### config.mk
export PLATFORM = sky130hd
export DESIGN_NAME = combo_lock_ctrl
export DESIGN_NICKNAME = d
export VERILOG_FILES = /design/src/rtl/combo_lock_pkg.sv /design/src/rtl/combo_lock_timer.sv /design/src/rtl/combo_lock_ctrl.sv
export SDC_FILE = /design/constraint.sdc
export NUM_CORES = 1
export LEC_CHECK = 0
export ABC_AREA = 1
export BUFFER_PORTS_ARGS = -buffer_cell sky130_fd_sc_hd__buf_2
export CAP_MARGIN = 20
export CORE_AREA = 4 4 81 83
export CTS_BUF_LIST = sky130_fd_sc_hd__clkbuf_8 sky130_fd_sc_hd__clkbuf_16
export DETAILED_ROUTE_END_ITERATION = 10
export DIE_AREA = 0 0 85 87
export PLACE_DENSITY_LB_ADDON = 0.05
export SLEW_MARGIN = 10
export SYNTH_ARGS = -nofsm -noshare
export SYNTH_HDL_FRONTEND = slang
export SYNTH_SLANG_ARGS = --single-unit
### constraint.sdc
create_clock -name clk -period 6.5 [get_ports clk]
set_input_delay 0.325 -clock clk [delete_from_list [all_inputs] [get_ports clk]]
set_output_delay 0.325 -clock clk [all_outputs]
set_load 0.01 [all_outputs]
### src/rtl/combo_lock_pkg.sv
`timescale 1ns/1ps
// combo_lock_pkg: shared types, press codes, display-select codes and
// digit helpers for the combination-lock controller.
package combo_lock_pkg;

    typedef enum logic [2:0] {
        ENTRY   = 3'd0,
        CHECK   = 3'd1,
        FAIL    = 3'd2,
        OPEN    = 3'd3,
        LOCKOUT = 3'd4,
        PROG    = 3'd5
    } state_t;

    localparam int unsigned CODE_W  = 16;
    localparam int unsigned DIGIT_W = 4;

    localparam logic [2:0] PB_SHORT = 3'b001;
    localparam logic [2:0] PB_LONG  = 3'b010;

    localparam logic [2:0] SEL_OPEN = 3'd4;
    localparam logic [2:0] SEL_FAIL = 3'd5;
    localparam logic [2:0] SEL_LOCK = 3'd6;
    localparam logic [2:0] SEL_PROG = 3'd7;

    // Mask selecting the first len digits of an MSB-first packed code.
    function automatic logic [CODE_W-1:0] digit_mask(input int unsigned len);
        return 16'hFFFF << (16 - 4 * len);
    endfunction

    // Write digit d into slot idx (slot 0 lives in [15:12]).
    function automatic logic [CODE_W-1:0] put_digit(input logic [CODE_W-1:0] code,
                                                    input logic [1:0]        idx,
                                                    input logic [DIGIT_W-1:0] d);
        logic [CODE_W-1:0] r;
        r = code;
        case (idx)
            2'd0: r[15:12] = d;
            2'd1: r[11:8]  = d;
            2'd2: r[7:4]   = d;
            2'd3: r[3:0]   = d;
        endcase
        return r;
    endfunction

endpackage

### src/rtl/combo_lock_timer.sv
`timescale 1ns/1ps
// combo_lock_timer: saturating up-counter cleared on request, with a
// combinational terminal-count flag when the count equals limit.
// Ports: clk, rstn (async active-low), clr (restart from 0),
//        limit (terminal value), tc_c (count == limit).
module combo_lock_timer #(
    parameter int unsigned W = 16
) (
    input  logic         clk,
    input  logic         rstn,
    input  logic         clr,
    input  logic [W-1:0] limit,
    output logic         tc_c
);

    logic [W-1:0] cnt;

    // Counts up from 0 after each clear and holds at all-ones.
    always_ff @(posedge clk or negedge rstn) begin
        if (!rstn) begin
            cnt <= '0;
        end else if (clr) begin
            cnt <= '0;
        end else if (cnt != {W{1'b1}}) begin
            cnt <= cnt + W'(1);
        end
    end

    assign tc_c = (cnt == limit);

endmodule

### src/rtl/combo_lock_ctrl.sv
`timescale 1ns/1ps
// combo_lock_ctrl: collects a code from encoder digits and button presses,
// compares it with the stored code, and sequences OPEN / FAIL / LOCKOUT.
// Optional macro COMBO_LOCK_PROGRAM_EN adds PROG mode (reprogram code).
// Ports: clk, rstn (async active-low), enc[3:0] live digit,
//        pb_press_type[2:0] press pulse, display_value[3:0],
//        display_select[2:0], unlocked, lockout, fail_cnt[1:0].
module combo_lock_ctrl
    import combo_lock_pkg::*;
#(
    parameter int unsigned  CODE_LEN       = 4,
    parameter logic [15:0]  DEFAULT_CODE   = 16'h1234,
    parameter int unsigned  MAX_FAILS      = 3,
    parameter int unsigned  HOLD_CYCLES    = 5000,
    parameter int unsigned  UNLOCK_CYCLES  = 50000,
    parameter int unsigned  LOCKOUT_CYCLES = 30000
) (
    input  logic       clk,
    input  logic       rstn,
    input  logic [3:0] enc,
    input  logic [2:0] pb_press_type,
    output logic [3:0] display_value,
    output logic [2:0] display_select,
    output logic       unlocked,
    output logic       lockout,
    output logic [1:0] fail_cnt
);

    localparam int unsigned MAX_HU  = (HOLD_CYCLES > UNLOCK_CYCLES) ? HOLD_CYCLES : UNLOCK_CYCLES;
    localparam int unsigned MAX_CYC = (MAX_HU > LOCKOUT_CYCLES) ? MAX_HU : LOCKOUT_CYCLES;
    localparam int unsigned TIMER_W = ($clog2(MAX_CYC) < 1) ? 1 : $clog2(MAX_CYC);

    localparam logic [CODE_W-1:0] CODE_MASK = digit_mask(CODE_LEN);
    localparam logic [1:0]        LAST_IDX  = 2'(CODE_LEN - 1);
    localparam logic [1:0]        FAIL_MAX  = 2'(MAX_FAILS);

    state_t              st, st_nxt;
    logic [1:0]          idx, idx_nxt;
    logic [CODE_W-1:0]   entry_buf, buf_nxt;
    logic [CODE_W-1:0]   code;
    logic [1:0]          fails_nxt;
    logic [3:0]          dv_nxt;
    logic [2:0]          ds_nxt;
    logic [TIMER_W-1:0]  limit;
    logic                tc_c;
    logic                short_c, long_c;

    assign short_c = (pb_press_type == PB_SHORT);
    assign long_c  = (pb_press_type == PB_LONG);

`ifdef COMBO_LOCK_PROGRAM_EN
    logic [CODE_W-1:0] code_nxt;

    // Programmable stored code; reverts to the default on reset.
    always_ff @(posedge clk or negedge rstn) begin
        if (!rstn) code <= DEFAULT_CODE;
        else       code <= code_nxt;
    end
`else
    assign code = DEFAULT_CODE;
`endif

    // Dwell limit for the state currently being timed.
    always_comb begin
        limit = '1;
        case (st)
            FAIL:    limit = TIMER_W'(HOLD_CYCLES - 1);
            OPEN:    limit = TIMER_W'(UNLOCK_CYCLES - 1);
            LOCKOUT: limit = TIMER_W'(LOCKOUT_CYCLES - 1);
            default: limit = '1;
        endcase
    end

    combo_lock_timer #(.W(TIMER_W)) u_timer (
        .clk   (clk),
        .rstn  (rstn),
        .clr   (st_nxt != st),
        .limit (limit),
        .tc_c  (tc_c)
    );

    // Next state, digit buffer, failure count and next output values.
    always_comb begin
        st_nxt    = st;
        idx_nxt   = idx;
        buf_nxt   = entry_buf;
        fails_nxt = fail_cnt;
`ifdef COMBO_LOCK_PROGRAM_EN
        code_nxt  = code;
`endif
        case (st)
            ENTRY: begin
                if (short_c) begin
                    buf_nxt = put_digit(entry_buf, idx, enc);
                    if (idx == LAST_IDX) begin
                        st_nxt  = CHECK;
                        idx_nxt = 2'd0;
                    end else begin
                        idx_nxt = idx + 2'd1;
                    end
                end else if (long_c) begin
                    buf_nxt = '0;
                    idx_nxt = 2'd0;
                end
            end
            CHECK: begin
                if (((entry_buf ^ code) & CODE_MASK) == '0) begin
                    st_nxt    = OPEN;
                    fails_nxt = 2'd0;
                end else begin
                    fails_nxt = (fail_cnt == FAIL_MAX) ? fail_cnt : fail_cnt + 2'd1;
                    st_nxt    = (fails_nxt == FAIL_MAX) ? LOCKOUT : FAIL;
                end
            end
            FAIL: begin
                if (tc_c) st_nxt = ENTRY;
            end
            OPEN: begin
                // A press coinciding with the timeout is still one relock.
                if (short_c || tc_c) st_nxt = ENTRY;
`ifdef COMBO_LOCK_PROGRAM_EN
                else if (long_c) st_nxt = PROG;
`endif
            end
            LOCKOUT: begin
                if (tc_c) begin
                    st_nxt    = ENTRY;
                    fails_nxt = 2'd0;
                end
            end
`ifdef COMBO_LOCK_PROGRAM_EN
            PROG: begin
                if (long_c) begin
                    st_nxt = ENTRY;
                end else if (short_c) begin
                    buf_nxt = put_digit(entry_buf, idx, enc);
                    if (idx == LAST_IDX) begin
                        code_nxt = buf_nxt;
                        st_nxt   = ENTRY;
                    end else begin
                        idx_nxt = idx + 2'd1;
                    end
                end
            end
`endif
            default: st_nxt = ENTRY;
        endcase

        // Every arrival in a digit-collecting state starts from an empty buffer.
        if ((st_nxt != st) && ((st_nxt == ENTRY) || (st_nxt == PROG))) begin
            buf_nxt = '0;
            idx_nxt = 2'd0;
        end

        dv_nxt = 4'd0;
        ds_nxt = 3'd0;
        case (st_nxt)
            ENTRY:   begin dv_nxt = enc;                ds_nxt = {1'b0, idx_nxt}; end
            FAIL:    begin dv_nxt = {2'b00, fails_nxt}; ds_nxt = SEL_FAIL;        end
            OPEN:    begin dv_nxt = 4'd0;               ds_nxt = SEL_OPEN;        end
            LOCKOUT: begin dv_nxt = 4'd0;               ds_nxt = SEL_LOCK;        end
            PROG:    begin dv_nxt = enc;                ds_nxt = SEL_PROG;        end
            default: begin dv_nxt = 4'd0;               ds_nxt = 3'd0;            end
        endcase
    end

    // State, buffer and registered outputs.
    always_ff @(posedge clk or negedge rstn) begin
        if (!rstn) begin
            st             <= ENTRY;
            idx            <= 2'd0;
            entry_buf      <= '0;
            fail_cnt       <= 2'd0;
            display_value  <= 4'd0;
            display_select <= 3'd0;
            unlocked       <= 1'b0;
            lockout        <= 1'b0;
        end else begin
            st             <= st_nxt;
            idx            <= idx_nxt;
            entry_buf      <= buf_nxt;
            fail_cnt       <= fails_nxt;
            display_value  <= dv_nxt;
            display_select <= ds_nxt;
            unlocked       <= (st_nxt == OPEN);
            lockout        <= (st_nxt == LOCKOUT);
        end
    end

endmodule

=== Word-level counts from Yosys, hierarchy flattened ===
Index checks and enable logic that the tools add are counted.

* Register bits after elaboration: 48
* Output and inout bits: 11

* Add/sub/neg operators: 3
* Eq/ne operators: 22
* Muxes and demuxes: 29
* Bitwise operators: 1
* Reductions and logical operators: 16

{| class="wikitable"
|+ Operators with widths
! cell !! number
|-
| 16-bit two-way mux || 6
|-
| 16-bit one-hot mux with 3 select lines || 1
|-
| 3-bit two-way mux || 6
|-
| 16-bit by 1-bit adder with 16-bit output (second input constant) || 1
|-
| 16-bit == test || 1
|-
| 16-bit zero test || 1
|-
| 2-bit two-way mux || 8
|-
| 4-bit two-way mux || 4
|-
| 16-bit inequality test (second input constant) || 1
|-
| 3-bit by 2-bit == test with 1-bit output (second input constant) || 5
|-
| 3-bit one-hot mux with 5 select lines || 1
|-
| 3-bit by 1-bit inequality test with 1-bit output (second input constant) || 4
|-
| 3-bit one-hot mux with 4 select lines || 1
|-
| 3-bit AND reduction || 4
|-
| 3-bit == test (second input constant) || 3
|-
| 2-bit == test (second input constant) || 4
|-
| 4-bit one-hot mux with 2 select lines || 1
|-
| 3-bit by 1-bit == test with 1-bit output (second input constant) || 2
|-
| 3-bit zero test || 2
|-
| 5-bit inverter || 1
|-
| 2-bit by 1-bit adder with 2-bit output (second input constant) || 2
|-
| 2-bit one-hot mux with 2 select lines || 1
|-
| 2-bit nonzero test || 2
|-
| 2-bit OR reduction || 2
|-
| 6 further kinds || 7
|}

=== Depth between registers and ports, before layout ===
Gate-level depths: netlist (run 1).

* Word-level depth: 11
* Mapped depth: 21

=== Modules after synthesis ===
A second synthesis (run 1) with hierarchy kept.

* Cell total of the unflattened synthesis: 379
* Area, all modules: 2929.1 µm²

{| class="wikitable"
|+ Modules (own cells, without submodules)
! module !! times used !! cells an instance !! area an instance (µm²) !! seq. area each (µm²)
|-
| combo_lock_ctrl || 1 || 215 || 1740.4 || 800.8
|-
| combo_lock_timer || 1 || 164 || 1188.6 || 400.4
|}

=== Worst setup path before layout (run 1) ===
Ideal clock, no wire load.

* Path type: register -> register
* From: reg st[2]
* To: reg entry_buf[10]
* Setup time: 0.117 ns
* Data arrival time: 2.275 ns
* Slack: 4.108 ns
* Cell stages (with the launch flop): 18
* Path buffers: 1
* Cell sequence: dfrtp_1 > buf_2 > nor2_2 > nand2_2 > nand3_1 > nand2_1 > nand2_1 > nand2_1 > nor2_1 > nand2_2 > nand2_2 > nand2_1 > nor3_4 > nand2_4 > nand3_1 > nand2_1 > nand2_1 > nand2_1

* Word-level cells in the longest chain between the ends: 11
* Elaborated cells on any way between the ends: 24

{| class="wikitable"
|+ Ends and longest elaborated chain
! element !! line !! text
|-
| from (decl) || combo_lock_ctrl.sv:37 || <nowiki>state_t st, st_nxt;</nowiki>
|-
| from (signal assigned) || combo_lock_ctrl.sv:179 || <nowiki>st <= st_nxt;</nowiki>
|-
| 3-bit == test / 3-bit by 2-bit == test with 1-bit output (equally long branches) || combo_lock_ctrl.sv:66, combo_lock_ctrl.sv:91 ||
|-
| 16-bit one-hot mux with 3 select lines || combo_lock_ctrl.sv:66 || <nowiki>case (st)</nowiki>
|-
| 16-bit == test || combo_lock_timer.sv:29 || <nowiki>assign tc_c = (cnt == limit);</nowiki>
|-
| 1-bit logical OR || combo_lock_ctrl.sv:120 || <nowiki>if (short_c || tc_c) st_nxt = ENTRY;</nowiki>
|-
| 3-bit two-way mux || combo_lock_ctrl.sv:120 ||
|-
| 3-bit one-hot mux with 4 select lines (*) || combo_lock_ctrl.sv:91 || <nowiki>case (st)</nowiki>
|-
| net st_nxt[0] || combo_lock_ctrl.sv:37 ||
|-
| 3-bit == test / 3-bit zero test (equally long branches) || combo_lock_ctrl.sv:150 || <nowiki>if ((st_nxt != st) && ((st_nxt == ENTRY) || (st_nxt == PROG))) begin</nowiki>
|-
| 1-bit logical OR || combo_lock_ctrl.sv:150 ||
|-
| 1-bit logical AND (*) || combo_lock_ctrl.sv:150 ||
|-
| 3-bit by 1-bit inequality test with 1-bit output (no source line) (tied with other cells) || - ||
|-
| 3-bit AND reduction (no source line) || - ||
|-
| to (signal assigned) || combo_lock_ctrl.sv:181 || <nowiki>entry_buf <= buf_nxt;</nowiki>
|-
| to (decl) || combo_lock_ctrl.sv:39 || <nowiki>logic [CODE_W-1:0] entry_buf, buf_nxt;</nowiki>
|}

Mark *: on every way through the listed nets, which the timed path passes. The rest lies on a longest branch.
A chain may end at the register's enable or synchronous reset.

=== Final worst setup path (run 1) ===
* From: reg st[1]
* To: reg entry_buf[8]

The elaborated chain is that of the path after synthesis.

==> summary.md, run 1 <==
| Metric | Value |
|---|---|
| Register area share after synthesis | `roughly 46%` |
| Commonest non-fill, non-tap cell in the layout | `nand2_1` |
| Chip height | `a little under 90 um` |
| Synthesized instance count | `344` |
| Final Hold Viols | `0` |
| # diodes | `0` |
| Hold/Removal Path Class | `primary input to flip-flop` |
| Critical path origin | `st[1]$_DFF_PN0_` |
| Reg-to-reg startpoint | `st[1]$_DFF_PN0_` |
| Post-route minimum period | `3.405 ns` |
| DP Wirelength | `roughly 4300 um` |
| Final Slew Violations | `0` |
| Final WL | `between 5000 and 6000 um` |
| Clock Latency Late Sink | `0.31 ns` |
| Setup Skew | `~0.013 ns` |
| Area Overhead vs Synth | `9.701%` |
| LEAKAGE | `1.496 nW` |
| Area of the multi-input gates | `around 1200 um2` |
| Boundary pin count | `20` |
| CP Data Required Time | `6.75 ns` |
| Syn avg cell area | `between 7 and 8 um2` |
| DRT iter0 DRCs | `122` |
| Post-CTS setup buffer count | `0` |
| Register bit total from synthesis | `between 40 and 50` |
| CTS max path bufs | `2` |
| CORE AREA | `between 5000 and 6000 um2` |
| R2r setup slk | `around 3.1 ns` |
| F_max | `between 200 and 300 MHz` |
| Full die area | `7395 um2` |
| Syn nets | `358` |
| Critical path peak fanout | `21` |
| Max-slew headroom | `about two fifths` |
| Initial antenna violation count | `0` |
| Crit share post-route | `52.38%` |
| H-Tree Level Count | `2` |
| Layout cells sized above 1 | `11.20%` |
| Detail Route Antenna Nets | `0` |
| DRC viols | `0` |
| Initial Utilization | `44.31%` |
| Fin util | `about 49%` |
| Gr ovfl total | `0` |
| Setup tns final | `0 ns` |
| Warnings from Yosys | `0` |
| Post-Syn Area | `around 2600 um2` |
| CTS tree | `built` |
| Die width | `between 80 and 90 um` |
| Crit Path Class | `flip-flop to flip-flop` |
| First-pass GRT wire length | `approximately 10000 um` |
| Register area | `approximately 1200 um2` |
| Netlist cell types | `29` |
| TritonCTS Buffers | `5` |
| Least-Margin Pin Slew | `around 0.87 ns` |
| Number of global-route vias before repair | `2171` |
| DR vias | `2178` |
| Vias per cell | `roughly 4.9` |
| Filler cells | `577` |
| Global Route Usage Sum | `17.09%` |
| Commonest cells after routing, fill and taps aside | `nand2_1 (98), dfrtp_1 (48), inv_1 (46)` |
| Setup violators final | `0` |
| Asr flop ratio synth | `100.0%` |
| Crit path DAT | `3.65 ns` |
| Hold wc startpoint | `enc[3]` |
| CTS resizes | `0` |
| Net count, final | `380` |
| Max-Cap Viols | `0` |
| Outcome | `completed` |
| Max IR drop VDD | `0.1598 mV` |
| Largest net degree at the start of global routing | `41` |
| DR WL/cell | `12.91 um` |
| Worst Setup Start Kind | `flip-flop` |
| FP Rows | `28` |
| Post-synth EDFFs | `0` |
| Clk sinks | `48` |
| Port Buf Inserts | `19` |
| Final RePlAce weighted congestion | `slightly above 0.8` |
| Unrepaired setup endpoints after global routing | `false` |
| Ys flop type | `dfrtp_1` |
| Pwr dens | `314.7 nW/um2` |
| CTS Root Cell | `clkbuf_8` |
| Clk pin slew, worst setup/hold paths | `0.09 ns` |
| Drt pass-1 iters | `4` |
| CP endpoint kind | `flip-flop` |
[state kept, by name (all words and copies together) (netlist names)]
register,cells
entry_buf,16
u_timer.cnt,16
display_value,4
display_select,3
st,3
fail_cnt,2
idx,2
lockout,1
unlocked,1
[layout make-up]
| class | instances | area share, % |
|---|---|---|
| flip-flops and latches | 48 | 42.23 |
| clock buffers | 5 | 2.420 |
| multi-input cells | 243 | 41.44 |
| repair buffers | 21 | 3.960 |
| inverters | 47 | 6.203 |
| clock inverters | 2 | 0.4399 |
| well taps | 75 | 3.300 |
[power by group]
group          switching, mW  total, mW  leakage (nW)  internal, mW
registers             0.0431      0.407         0.648         0.364
clock network          0.103      0.176        0.0400        0.0731
logic                  0.208      0.313         0.808         0.104
[per-stage QoR]
stage | hold WS, ns | total power, mW | cells | worst slack [ns] | area, um2
final | 0.2265 | 0.8949 | 441 | 3.095 | 2844
after global routing | 0.2225 | 0.9715 | 441 | 2.610 | 2844
after CTS | 0.2241 | 0.9016 | 441 | 3.127 | 2844
after detailed placement | 0.1893 | 0.7253 | 433 | 3.045 | 2753
after global placement | 0.1860 | 0.7243 | 433 | 3.086 | 2753
after floorplan | 0.02941 | 0.6452 | 344 | 4.108 | 2592
[cells by family (layout without fill, tap and decap cells)]
family	count (synthesis)	after routing	synth area share, %
AO/OA/AOI/OAI	33	33	7.337
XOR/XNOR	7	7	2.365
adder cells (fa/ha/maj)	5	5	2.413
buffers and inverters	53	75	8.204
flip-flops	48	48	46.33
AND/OR/NAND/NOR	198	198	33.35
[path summary, 6_finish.rpt]
path / cells past startpoint / to
worst max-delay path: 18 / entry_buf[8]$_DFFE_PN0P_
worst min-delay path: 3 / display_value[3]$_DFF_PN0_
worst max register to register: 18 / entry_buf[8]$_DFFE_PN0P_
worst min register to register: 2 / entry_buf[13]$_DFFE_PN0P_
max in group asynchronous: 3 / u_timer.cnt[14]$_DFFE_PN0P_
min in group asynchronous: 2 / u_timer.cnt[7]$_DFFE_PN0P_
[Yosys cell counts, types with 5 or more instances]
cell type / instances / area share, %
o21ai_0: 17 / 3.3
ha_1: 5 / 2.4
a21oi_1: 8 / 1.5
dfrtp_1: 48 / 46
xor2_1: 5 / 1.7
nand4_1: 5 / 1.2
nor2_1: 41 / 5.9
inv_1: 46 / 6.7
nand2_1: 98 / 14
nand3_1: 36 / 6.9
buf_2: 5 / 0.97
[critical path: stages (launching register included)]
cell,delay [ns]
dfrtp_1,0.55
nor2_2,0.08
nand2_1,0.27
nand3_1,0.20
nand2_1,0.12
nand2_1,0.06
nand2_1,0.06
nor2_1,0.04
nand2_2,0.09
nand2_2,0.06
nand2_1,0.16
nand2_1,0.10
nand2_1,0.07
nand3_1,0.59
nand2_4,0.36
nand2_2,0.21
nand2_1,0.19
nand2_1,0.07
nand2_1,0.05
[layer usage]
layer / wire length (um) / GRT usage [%] / vias up
met5: 0 / 0 / -
met4: 103 / 6.763 / 0
met3: 260 / 4.068 / 8
met2: 2507 / 26.69 / 46
met1: 2823 / 22.94 / 1002
li1: - / - / 1122
[what timing repair did]
| action | CTS | global route |
|---|---|---|
| endpoints found under the hold margin | 8 | 0 |
| hold buffers | 1 | 0 |
| setup endpoints to repair | 0 | 0 |
Power figures use the tool's default switching activity.
==> inputs of run 2 (changes only) <==
Clock period 6.5 ns to 3.55 ns, I/O delays scaled along.
==> run 2 against run 1 <==
- first-iteration DRC count is 20% lower
- combinational power is 84% higher
- hold slack worse by 0.14 ns
- clock skew hardly changed
==> summary.md, run 2 (same netlist as run 1, synthesis figures left out) <==
| Metric | Value |
|---|---|
| Outcome | `completed` |
| Worst Hold Path EP | `display_value[3]$_DFF_PN0_` |
| Crit Path Class | `flip-flop to flip-flop` |
| Place WS | `0.6584 ns` |
| Non-filler cells, final | `about 440` |
| Setup Skew | `~0.013 ns` |
| Fin area | `roughly 2900 um2` |
| Least-Margin Pin Slew | `about 0.55 ns` |
| Initial antenna violation count | `0` |
| Critical path origin | `st[1]$_DFF_PN0_` |
| DR WL/cell | `~12 um` |
| Max-slew headroom | `between 60% and 70%` |
| Commonest cells after routing, fill and taps aside | `nand2_1 (98), dfrtp_1 (48), inv_1 (46)` |
| FF-to-FF End | `entry_buf[8]$_DFFE_PN0P_` |
| Full die area | `7395 um2` |
| Crit-path most repeated cell | `nand2_1` |
| Hold_ws | `0.08302 ns` |
| Layout cells sized above 1 | `about an eighth` |
| CP Data Required Time | `around 3.7 ns` |
| Final RePlAce weighted congestion | `0.8718` |
| Number of global-route vias before repair | `slightly below 2k` |
| Max IR drop VDD | `0.2398 mV` |
| Crit path DAT | `around 3.1 ns` |
| Switching power | `0.6452 mW` |
| Hold Path Stages | `3` |
| Detail Route Antenna Nets | `0` |
| Pwr dens | `572.5 nW/um2` |
| Drt pass-1 iters | `4` |
| TritonCTS Buffers | `5` |
| Clock Latency Late Sink | `approximately 0.30 ns` |
| DR vias | `2172` |
| Logic gate share of total power | `35.0%` |
| H-Tree Level Count | `2` |
| Clk pin slew, worst setup/hold paths | `around 0.1 ns` |
| FP Rows | `28` |
| Setup tns final | `0 ns` |
| Largest net degree at the start of global routing | `49` |
| Die width | `around 85 um` |
| Chip height | `about 87 um` |
| Unrepaired setup endpoints after global routing | `false` |
| DP Wirelength | `~4100 um` |
| Crit-path slowest cell | `dfrtp_1` |
| Fin util | `49.19%` |
| Initial Utilization | `between 40 and 50%` |
| PnR worst setup slack | `0.6129 ns` |
| R2r setup slk | `a little over 0.6 ns` |
| Vias per cell | `between 4 and 5` |
| Filler cells | `586` |
| Clk sinks | `48` |
| Int Power | `~1 mW` |
| Clock share of power | `between 20% and 30%` |
| Worst Setup Start Kind | `flip-flop` |
| Post-route minimum period | `around 2.9 ns` |
| Reg2Reg Depth | `16` |
| Commonest non-fill, non-tap cell in the layout | `nand2_1` |
| Post-CTS Hold Fix Bufs | `0` |
| Area Overhead vs Synth | `11.00%` |
| Setup violators final | `0` |
| Post-DP Area | `between 2000 and 3000 um2` |
| Gr ovfl total | `0` |
| First-pass GRT wire length | `around 9500 um` |
| DRC viols | `0` |
| CTS max path bufs | `2` |
| F_max | `~340 MHz` |
| Pwr Total | `about 1.6 mW` |
| Sequential share of power | `45.0%` |
| Inst Count DP | `around 430` |
| CORE AREA | `a little under 6000 um2` |
| CTS Root Cell | `clkbuf_8` |
| Crit share post-route | `between 80 and 90%` |
| Crit-path cells | `nor2_2 -> nand2_1 -> nand3_1 -> nand2_1 -> nand2_1 -> nand2_1 -> nor2_1 -> nand2_2 -> nand2_1 -> nand2_1 -> nor3_4 -> nand2_4 -> nand2_2 -> nand2_1 -> nand2_1 -> nand2_1` |
| Final Slew Violations | `0` |
| Largest registers | `entry_buf: 16 flops, u_timer.cnt: 16 flops, display_value: 4 flops` |
| Max stage delay on crit path | `~0.50 ns` |
| Net count, final | `382` |
| Reg-to-reg startpoint | `st[1]$_DFF_PN0_` |
| Port Buf Inserts | `19` |
| LEAKAGE | `roughly 1.5 nW` |
| Max-Cap Viols | `0` |
| Final WL | `roughly 5500 um` |
| DRT iter0 DRCs | `just under 100` |
| Final Hold Viols | `0` |
| # diodes | `0` |
| Hold/Removal Path Class | `primary input to flip-flop` |
| Boundary pin count | `20` |
| CTS resizes | `0` |
| Global Route Usage Sum | `~16%` |
| Hold wc startpoint | `enc[3]` |
| Sw frac | `39.16%` |
| CTS tree | `built` |
| Critical path peak fanout | `15` |
| CP endpoint kind | `flip-flop` |
| Post-CTS setup buffer count | `0` |
run 2: cell count changes in the layout (fill, tap and decap cells not counted):
cell	change
clkinvlp_4	-1
buf_12	+1
clkinv_2	+1
clkinv_4	+1
buf_4	+1
run 2: area by class of cell:
type	count	area [um2]	area share, %
well taps	75	93.84	3.261
inverters	47	176.4	6.130
clock inverters	3	18.77	0.6522
multi-input cells	243	1179	40.96
flip-flops and latches	48	1201	41.74
clock buffers	5	68.82	2.391
repair buffers	23	140.1	4.870
run 2: worst max-delay path by stage:
stage | endpoint | slack, ns
finish | entry_buf[8]$_DFFE_PN0P_ | 0.61
global route | entry_buf[5]$_DFFE_PN0P_ | 0.23
CTS | entry_buf[5]$_DFFE_PN0P_ | 0.64
detailed placement | entry_buf[5]$_DFFE_PN0P_ | 0.66
global placement | entry_buf[11]$_DFFE_PN0P_ | 0.73
floorplan | entry_buf[10]$_DFFE_PN0P_ | 1.16
run 2: critical path: cells and delay by family (launching register included):
family | cells | cell delay, ns
AND/OR/NAND/NOR | 16 | 2.34
flip-flops | 1 | 0.50
run 2: power groups by stage:
stage               sequential, mW  clock [mW]  combinational [mW]
floorplan                    0.751           0               0.430
global placement             0.753           0               0.578
detailed placement           0.752           0               0.580
CTS                          0.742       0.341               0.582
global route                 0.758       0.373               0.668
finish                       0.742       0.329               0.577
run 2: routing by layer:
metal  vias to the layer above  track usage [%]  part of all wire [%]
met5                         -                0                     0
met4                         0            4.173                  0.53
met3                         2            3.311                   4.8
met2                        41            23.66                    42
met1                      1000            24.13                    53
li1                       1129                -                     -
